$ cat src/rtl/dram_input_loader_if.sv
// Avalon-MM read master bundle for the DRAM input loader.
// master: drives address/read/write/writedata; slave: drives waitrequest/readdata/readdatavalid.
interface dram_input_loader_if;
  logic        master_waitrequest;
  logic [31:0] master_address;
  logic        master_read;
  logic [31:0] master_readdata;
  logic        master_readdatavalid;
  logic        master_write;
  logic [31:0] master_writedata;

  modport master (
    input  master_waitrequest,
    input  master_readdata,
    input  master_readdatavalid,
    output master_address,
    output master_read,
    output master_write,
    output master_writedata
  );

  modport slave (
    output master_waitrequest,
    output master_readdata,
    output master_readdatavalid,
    input  master_address,
    input  master_read,
    input  master_write,
    input  master_writedata
  );
endinterface

$ cat src/rtl/dram_input_loader.sv
// Copies num_words values from DRAM (Avalon burst of pipelined reads) into input SRAM 0..n-1.
// Ports: clk/reset, start/num_words/mem_baddr in, done/busy out, av (Avalon master), mem_* SRAM write.
module dram_input_loader #(
  parameter int ADDR_WIDTH      = 10,
  parameter int WORD_SIZE       = 16,
  parameter int CNT_WIDTH       = 16,
  parameter int MAX_OUTSTANDING = 4
) (
  input  logic                  clk,
  input  logic                  reset,
  input  logic                  start,
  input  logic [CNT_WIDTH-1:0]  num_words,
  input  logic [31:0]           mem_baddr,
  output logic                  done,
  output logic                  busy,
  dram_input_loader_if.master   av,
  output logic                  mem_write,
  output logic [WORD_SIZE-1:0]  mem_writedata,
  output logic [ADDR_WIDTH-1:0] mem_address
);

  typedef enum logic [1:0] {
    S_IDLE,
    S_RUN,
    S_DONE
  } state_t;

  localparam logic [CNT_WIDTH-1:0] MAXO =
    CNT_WIDTH'(MAX_OUTSTANDING);

  state_t                r_state;
  logic [31:0]           r_base;
  logic [CNT_WIDTH-1:0]  r_num;
  logic [CNT_WIDTH-1:0]  r_issued;
  logic [CNT_WIDTH-1:0]  r_returned;
  logic [CNT_WIDTH-1:0]  r_out;
  logic                  r_read;
  logic [31:0]           r_addr;
  logic                  r_done;
  logic                  r_busy;
  logic                  r_mw;
  logic [WORD_SIZE-1:0]  r_mdata;
  logic [ADDR_WIDTH-1:0] r_maddr;

  logic                  w_acc;
  logic                  w_ret;
  logic [CNT_WIDTH-1:0]  w_issued_n;
  logic [CNT_WIDTH-1:0]  w_out_n;
  logic                  w_unused;

  assign w_acc = r_read && !av.master_waitrequest;

  // Responses only count while copying and when one is owed.
  assign w_ret = (r_state == S_RUN) &&
                 av.master_readdatavalid &&
                 (r_out != '0);

  assign w_issued_n = r_issued + CNT_WIDTH'(w_acc);
  assign w_out_n    = r_out + CNT_WIDTH'(w_acc)
                            - CNT_WIDTH'(w_ret);

  assign w_unused = ^av.master_readdata[31:WORD_SIZE];

  always_ff @(posedge clk) begin
    if (reset) begin
      r_state    <= S_IDLE;
      r_base     <= '0;
      r_num      <= '0;
      r_issued   <= '0;
      r_returned <= '0;
      r_out      <= '0;
      r_read     <= 1'b0;
      r_addr     <= '0;
      r_done     <= 1'b0;
      r_busy     <= 1'b0;
      r_mw       <= 1'b0;
      r_mdata    <= '0;
      r_maddr    <= '0;
    end else begin
      r_mw   <= 1'b0;
      r_done <= 1'b0;
      unique case (r_state)
        S_IDLE: begin
          if (start) begin
            r_base     <= mem_baddr;
            r_num      <= num_words;
            r_issued   <= '0;
            r_returned <= '0;
            r_out      <= '0;
            r_busy     <= 1'b1;
            r_addr     <= mem_baddr << 2;
            if (num_words == '0) begin
              r_state <= S_DONE;
              r_done  <= 1'b1;
              r_read  <= 1'b0;
            end else begin
              r_state <= S_RUN;
              r_read  <= 1'b1;
            end
          end
        end
        S_RUN: begin
          r_issued <= w_issued_n;
          r_out    <= w_out_n;
          if (w_ret) begin
            r_mw       <= 1'b1;
            r_mdata    <= av.master_readdata[WORD_SIZE-1:0];
            r_maddr    <= r_returned[ADDR_WIDTH-1:0];
            r_returned <= r_returned + 1'b1;
          end
          // A stalled request keeps address and read frozen.
          if (!(r_read && av.master_waitrequest)) begin
            r_read <= (w_issued_n < r_num) &&
                      (w_out_n < MAXO);
            r_addr <= (r_base + 32'(w_issued_n)) << 2;
          end
          if (r_returned == r_num) begin
            r_state <= S_DONE;
            r_done  <= 1'b1;
            r_read  <= 1'b0;
          end
        end
        S_DONE: begin
          r_state <= S_IDLE;
          r_busy  <= 1'b0;
        end
        default: r_state <= S_IDLE;
      endcase
    end
  end

  assign av.master_address   = r_addr;
  assign av.master_read      = r_read;
  assign av.master_write     = 1'b0;
  assign av.master_writedata = '0;

  assign done          = r_done;
  assign busy          = r_busy;
  assign mem_write     = r_mw;
  assign mem_writedata = r_mdata;
  assign mem_address   = r_maddr;

endmodule

$ cat src/flat_wrapper.sv
// flat-port wrapper written by rule: the top's interface ports become plain ports
module dram_input_loader_flat 
#(
  parameter int ADDR_WIDTH      = 10,
  parameter int WORD_SIZE       = 16,
  parameter int CNT_WIDTH       = 16,
  parameter int MAX_OUTSTANDING = 4
)
  (clk, reset, start, num_words, mem_baddr, done, busy, mem_write, mem_writedata, mem_address, av_master_waitrequest, av_master_readdata, av_master_readdatavalid, av_master_address, av_master_read, av_master_write, av_master_writedata);
  dram_input_loader_if av_i ();
  input  logic clk;
  input  logic reset;
  input  logic start;
  input  logic [CNT_WIDTH-1:0] num_words;
  input  logic [31:0] mem_baddr;
  output logic done;
  output logic busy;
  output logic mem_write;
  output logic [WORD_SIZE-1:0] mem_writedata;
  output logic [ADDR_WIDTH-1:0] mem_address;
  input wire logic [$bits(av_i.master_waitrequest)-1:0] av_master_waitrequest;
  input wire logic [$bits(av_i.master_readdata)-1:0] av_master_readdata;
  input wire logic [$bits(av_i.master_readdatavalid)-1:0] av_master_readdatavalid;
  output wire logic [$bits(av_i.master_address)-1:0] av_master_address;
  output wire logic [$bits(av_i.master_read)-1:0] av_master_read;
  output wire logic [$bits(av_i.master_write)-1:0] av_master_write;
  output wire logic [$bits(av_i.master_writedata)-1:0] av_master_writedata;
  assign av_i.master_waitrequest = av_master_waitrequest;
  assign av_i.master_readdata = av_master_readdata;
  assign av_i.master_readdatavalid = av_master_readdatavalid;
  assign av_master_address = av_i.master_address;
  assign av_master_read = av_i.master_read;
  assign av_master_write = av_i.master_write;
  assign av_master_writedata = av_i.master_writedata;
  dram_input_loader #(.ADDR_WIDTH(ADDR_WIDTH), .WORD_SIZE(WORD_SIZE), .CNT_WIDTH(CNT_WIDTH), .MAX_OUTSTANDING(MAX_OUTSTANDING)) u_core (.clk(clk), .reset(reset), .start(start), .num_words(num_words), .mem_baddr(mem_baddr), .done(done), .busy(busy), .av(av_i), .mem_write(mem_write), .mem_writedata(mem_writedata), .mem_address(mem_address));
endmodule
$ cat config.mk
export PLATFORM = sky130hd
export DESIGN_NAME = dram_input_loader_flat
export DESIGN_NICKNAME = d
export VERILOG_FILES = /design/src/rtl/dram_input_loader_if.sv /design/src/rtl/dram_input_loader.sv /design/src/flat_wrapper.sv
export SDC_FILE = /design/constraint.sdc
export NUM_CORES = 1
export LEC_CHECK = 0
export CAP_MARGIN = 20
export CORE_UTILIZATION = 35
export CTS_BUF_LIST = sky130_fd_sc_hd__clkbuf_16
export DETAILED_ROUTE_END_ITERATION = 8
export PLACE_DENSITY = 0.65
export SLEW_MARGIN = 40
export SYNTH_ARGS = -nofsm -noshare
export SYNTH_HDL_FRONTEND = slang
export SYNTH_SLANG_ARGS = --single-unit
$ cat constraint.sdc
create_clock -name clk -period 4.2 [get_ports clk]
set_input_delay 0.42 -clock clk [delete_from_list [all_inputs] [get_ports clk]]
set_output_delay 0.42 -clock clk [all_outputs]
set_load 0.01 [all_outputs]
Word-level counts from Yosys, hierarchy flattened
Index checks and enable logic that the tools add are counted.

Reductions and logical operators: 20. Bitwise gates (word level): 1. Muxes and demuxes: 24. Magnitude comparators: 2. Eq/ne operators: 8. Add/subtract/negate cells: 5.

Operators by type and width (count): $pmux 16 s2 (3); $mux 32 (2); $pmux 32 s2 (1); $add 16x1->16 (2); $mux 16 (2); $add 30x16->30 (1); $add 16x1->16 const B (1); $eq 16x16->1 (1); $logic_not 16->1 (1); $lt 16x16->1 (1); $lt 16x3->1 const B (1); $reduce_bool 16->1 (1); $sub 16x1->16 (1); $reduce_and 2->1 (5); $mux 1 (9); $reduce_and 3->1 (3); $mux 2 (3); $ne 2x2->1 const B (3); $pmux 1 s2 (3); $logic_and 1x1->1 (5); $pmux 2 s2 (1); $reduce_bool 2->1 (2); $ne 3x3->1 const B (1); $eq 2x1->1 const B (1); other kinds (6) (6).

Register bits after elaboration: 158.

Depth between registers and ports, before layout
Depth after elaboration: 9. Gate-level depth with buffers: 19.

Least setup slack after synthesis
Ideal clock, no wire load.

Path kind: flip-flop to flip-flop. From: reg u_core.r_read (netlist: u_core.av.master_read). To: reg u_core.r_addr[21] (netlist: u_core.av.master_address[21]). Library setup time: 101 ps. Buffers on the path: 1. Arrival: 4053 ps. Period minus slack after synthesis: 4154 ps. Setup slack: 46 ps. Cell stages (with the launch flop): 20. Path through: dfxtp_1 nor2b_1 ha_1 ha_1 and3_1 and3_1 and3_1 and3_1 clkbuf_1 nand3_1 xnor2_1 ha_1 a21o_1 a21o_1 a21o_1 a21oi_1 o21ai_2 nand3_1 a21oi_1 o41ai_1.

Word-level cells in the longest chain between the ends: 5. Elaborated cells between the ends (all ways): 8. Those cells by class: add/sub: 2; eq/ne: 1; mux: 2; reduce/logical: 3.

RTL lines: from (decl) (RTL line dram_input_loader.sv:37) `logic r_read;`; from (signal assigned) (RTL line dram_input_loader.sv:113) `r_read <= (w_issued_n < r_num) &&`; $logic_and 1x1->1 (RTL line dram_input_loader.sv:51) `assign w_acc = r_read && !av.master_waitrequest;`; $add 16x1->16 (RTL line dram_input_loader.sv:58) `assign w_issued_n = r_issued + CNT_WIDTH'(w_acc);`; $add 30x16->30 (RTL line dram_input_loader.sv:115) `r_addr <= (r_base + 32'(w_issued_n)) << 2;`; $mux 32 (RTL line dram_input_loader.sv:112) `if (!(r_read && av.master_waitrequest)) begin`; $pmux 32 s2 (RTL line dram_input_loader.sv:82) `unique case (r_state)`; to (signal assigned) (RTL line dram_input_loader.sv:91) `r_addr <= mem_baddr << 2;`; to (signal assigned) (RTL line dram_input_loader.sv:115); to (decl) (RTL line dram_input_loader.sv:38) `logic [31:0] r_addr;`.

Several ways; a longest one is shown, not always the timed one. The select of a mux whose other input is x is not followed. A chain may end at the register's enable or synchronous reset.

Final worst setup path
From: reg u_core.r_out[2]. To: reg u_core.r_read (netlist: u_core.av.master_read).

Word-level cells in the longest chain between the ends: 8. Elaborated cells between the ends (all ways): 9. Those cells by class: add/sub: 2; order compare: 1; mux: 3; reduce/logical: 3.

RTL lines: from (decl) (RTL line dram_input_loader.sv:36) `logic [CNT_WIDTH-1:0] r_out;`; from (signal assigned) (RTL line dram_input_loader.sv:104) `r_out <= w_out_n;`; parallel branches: the longest is 2 deep, another holds $add 16x1->16; $sub 16x1->16 (*) (RTL line dram_input_loader.sv:60) `- CNT_WIDTH'(w_ret);`; $lt 16x3->1 (*) (RTL line dram_input_loader.sv:114) `(w_out_n < MAXO);`; $logic_and 1x1->1 (*) (RTL line dram_input_loader.sv:113); $mux 1 (*) (RTL line dram_input_loader.sv:112); $mux 1 (*) (RTL line dram_input_loader.sv:117) `if (r_returned == r_num) begin`; $pmux 1 s2 (*) (RTL line dram_input_loader.sv:82).

Mark *: on every way between the ends. The select of a mux whose other input is x is not followed.

==> impl_metrics.yaml <==
final_layout:
  fillCellCount: 2399
  area_growth_pct: 27.18
  final_area_um2: 11090
  fin_nets: 1383
  seqCellArea_um2: 3123
  antennaDiodeCount: 0
  drive_gt1_share_pct: 8.640
  layout_commonest_cell: "nand2_1"
  multiInputGateArea_um2: 5155
  final_cell_mix: "nand2_1, dfxtp_1, a21oi_1, clkdlybuf4s50_1, nor2_1"
  final_core_util_pct: 45.48
synthesis:
  synth_cells: 1098
  syn_area_um2: 8722
  synth_seq_area_share_pct: 35.81
  synth_cell_type_count: 61
  synth_warnings: 0
  ys_ff_latch: 156
  avgSynthCellArea_um2: 7.944
  ys.flop_type: "dfxtp_1"
  synth-edff-count: 0
  async_flop_share_pct: 0
placement:
  placed_area_um2: 10460
  dpl_worst_slack_ns: -0.4685
  gp_congestion: 0.9191
  dp_hpwl_um: 16290
  portBuffers: 126
sta:
  finalHoldViolCount: 0
  layout_setup_ws_ns: 0.2857
  worstMarginPinSlew_ns: 0.8098
  drv_slew: 0
  rsz0062_at_grt: "false"
  fin_worst_skew_ns: 0.01019
  timing.fmax_ghz: 0.2555
  period_needed_ns: 3.914
  relSlewSlack_pct: 46.01
  fin_crit_sh_pct: 93.20
  setup_violations: 0
  tns_ns: 0
clock_network:
  cts_setup_buffers: 0
  cts_buffer_depth: 2
  clk_pin_slew_ns: 0.06
  root_buffer: "clkbuf_16"
  insertion_delay_ns: 0.42
  cts_tree: "done"
  cts_made_buffers: 17
  clock-sinks: 156
  cts.htree.levels: 4
global_route:
  globalRoute.totalOverflow: 0
  antenna_found_initial: 1
  grt_pass1_wl_um: 37830
  grt_usage_pct: 18.12
  grt_pass1_vias: 7676
  grt_start_max_net_pins: 74
routing:
  ant_nets: 0
  num_vias: 7920
  drc: 0
  first_pass_iters: 5
  vias_per_cell: 5.032
  routedWlPerCell_um: 14.53
  drtIter0Drc: 397
  drt_wl_total_um: 22870
run:
  max_cap_viol_count: 0
pwr:
  vdd_ir_drop_max_v: 0.0003504
  p_per_area_nw_per_um2: 481.1
  leakage_nw: 4.587
  power_mw: 5.337
worst_setup_path:
  crit_fanout: 3
  cp-start-kind: "flop"
  crit_type: "reg -> reg"
  crit_path_end_kind: "flop"
  required_ns: 4.57
  worstPathArrival_ns: 4.29
floorplan:
  fp.coreArea_um2: 24390
  dieArea_um2: 25560
  num_rows: 57
  die_y_um: 159.9
  pin_count: 180
  start_util_pct: 35.76
  fp.dieW_um: 159.9
min_path:
  worstHoldPathType: "in -> reg"
run_status:
  outcome: "completed"
-- path summary, 6_finish.rpt --
path | from | endpoint | slack (ns) | cells after the start
hold / removal | reset | u_core.mem_writedata[14]$_SDFFE_PP0P_ | 0.42 | 2
hold reg to reg | u_core.mem_address[5]$_SDFFE_PP0P_ | u_core.mem_address[5]$_SDFFE_PP0P_ | 0.45 | 2
setup reg to reg | u_core.r_out[2]$_SDFFE_PP0P_ | u_core.av.master_read$_SDFFE_PP0P_ | 0.29 | 17
setup / recovery | u_core.r_out[2]$_SDFFE_PP0P_ | u_core.av.master_read$_SDFFE_PP0P_ | 0.29 | 17
-- flip-flops by register name, summed over array words and instances (netlist names), 2 cells and up --
| register | cells |
|---|---|
| u_core.r_num | 16 |
| u_core.r_out | 16 |
| u_core.r_issued | 16 |
| u_core.mem_address | 10 |
| u_core.r_returned | 16 |
| u_core.r_base | 30 |
| u_core.r_state | 2 |
| u_core.mem_writedata | 16 |
| u_core.av.master_address | 30 |
-- area by class of cell --
class	count	share of cell area [%]
Multi-Input combinational cell	840	46.47
Sequential cell	156	28.15
Timing Repair Buffer	179	15.14
Clock buffer	17	3.835
Tap cell	324	3.654
Inverter	45	1.523
Clock inverter	13	1.229
-- cell families (layout without fill, tap and decap cells) --
| kind of cell | Yosys count | count (layout) | share of synthesized area [%] |
|---|---|---|---|
| other | 1 | 35 | 0.04299 |
| muxes | 1 | 1 | 0.1291 |
| AOI/OAI and AO/OA | 282 | 282 | 20.16 |
| adders and majority gates | 59 | 59 | 8.636 |
| buffers and inverters | 136 | 254 | 7.431 |
| DFF | 156 | 156 | 35.81 |
| xor gates and xnor gates | 77 | 77 | 7.732 |
| and+or+nand+nor | 386 | 386 | 20.07 |
-- critical path, stage by stage (launching register included) --
cell,delay [ns]
dfxtp_1,0.32
inv_1,0.09
ha_1,0.17
or3b_4,0.39
o311ai_4,0.25
inv_2,0.06
ha_1,0.27
inv_1,0.04
ha_2,0.19
fa_2,0.39
a21oi_1,0.14
o21bai_1,0.08
xor2_1,0.16
or3_1,0.37
a2111o_1,0.39
nor4_2,0.14
nor4b_4,0.23
a41o_1,0.18
-- timing repair --
action	4_1_cts	5_1_grt
hold buffers	0	0
resized for setup	1	10
pin swaps	0	2
hold endpoints to repair	0	0
setup endpoints to repair	2	17
-- per-layer routing --
layer | track usage, % | wire length, µm | vias to the layer above
met4 | 4.978 | 280 | 0
met2 | 31.28 | 11250 | 149
li1 | - | - | 3997
met5 | 0 | 0 | -
met3 | 3.506 | 899 | 22
met1 | 22.92 | 10440 | 3752
-- where the power goes --
| group | switching, mW | internal [mW] | total (mW) |
|---|---|---|---|
| clock network | 0.593 | 0.912 | 1.50 |
| registers | 0.0956 | 1.62 | 1.71 |
| logic | 1.19 | 0.929 | 2.12 |
-- metrics by stage --
stage / cells / hold slack, ns
final: 1574 / 0.4166
after global routing: 1574 / 0.4074
after CTS: 1573 / 0.3997
after detailed placement: 1543 / 0.4489
after global placement: 1543 / 0.4414
after floorplan: 1132 / 0.4406
-- Yosys cell counts (7+ instances only) --
library cell / count / area, µm²
nand3_1: 17 / 85.08
nor3_1: 7 / 35.03
a22oi_1: 21 / 157.7
a21o_1: 19 / 142.6
dfxtp_1: 156 / 3123
inv_1: 44 / 165.2
ha_1: 57 / 713.2
nand4_1: 16 / 100.1
nor4_1: 9 / 56.30
and3_1: 15 / 93.84
o21bai_1: 11 / 82.58
a31oi_1: 7 / 43.79
nand2_1: 188 / 705.7
a211oi_1: 14 / 105.1
nand2b_1: 8 / 50.05
xnor2_1: 24 / 210.2
o21ai_0: 34 / 170.2
o22ai_1: 10 / 62.56
xor2_1: 53 / 464.2
nand3b_1: 9 / 67.56
a311oi_1: 8 / 70.07
nor2_1: 86 / 322.8
buf_4: 35 / 262.8
clkbuf_1: 45 / 168.9
a21oi_1: 124 / 620.6
a21boi_0: 10 / 75.07
Power figures use the tool's default switching activity.
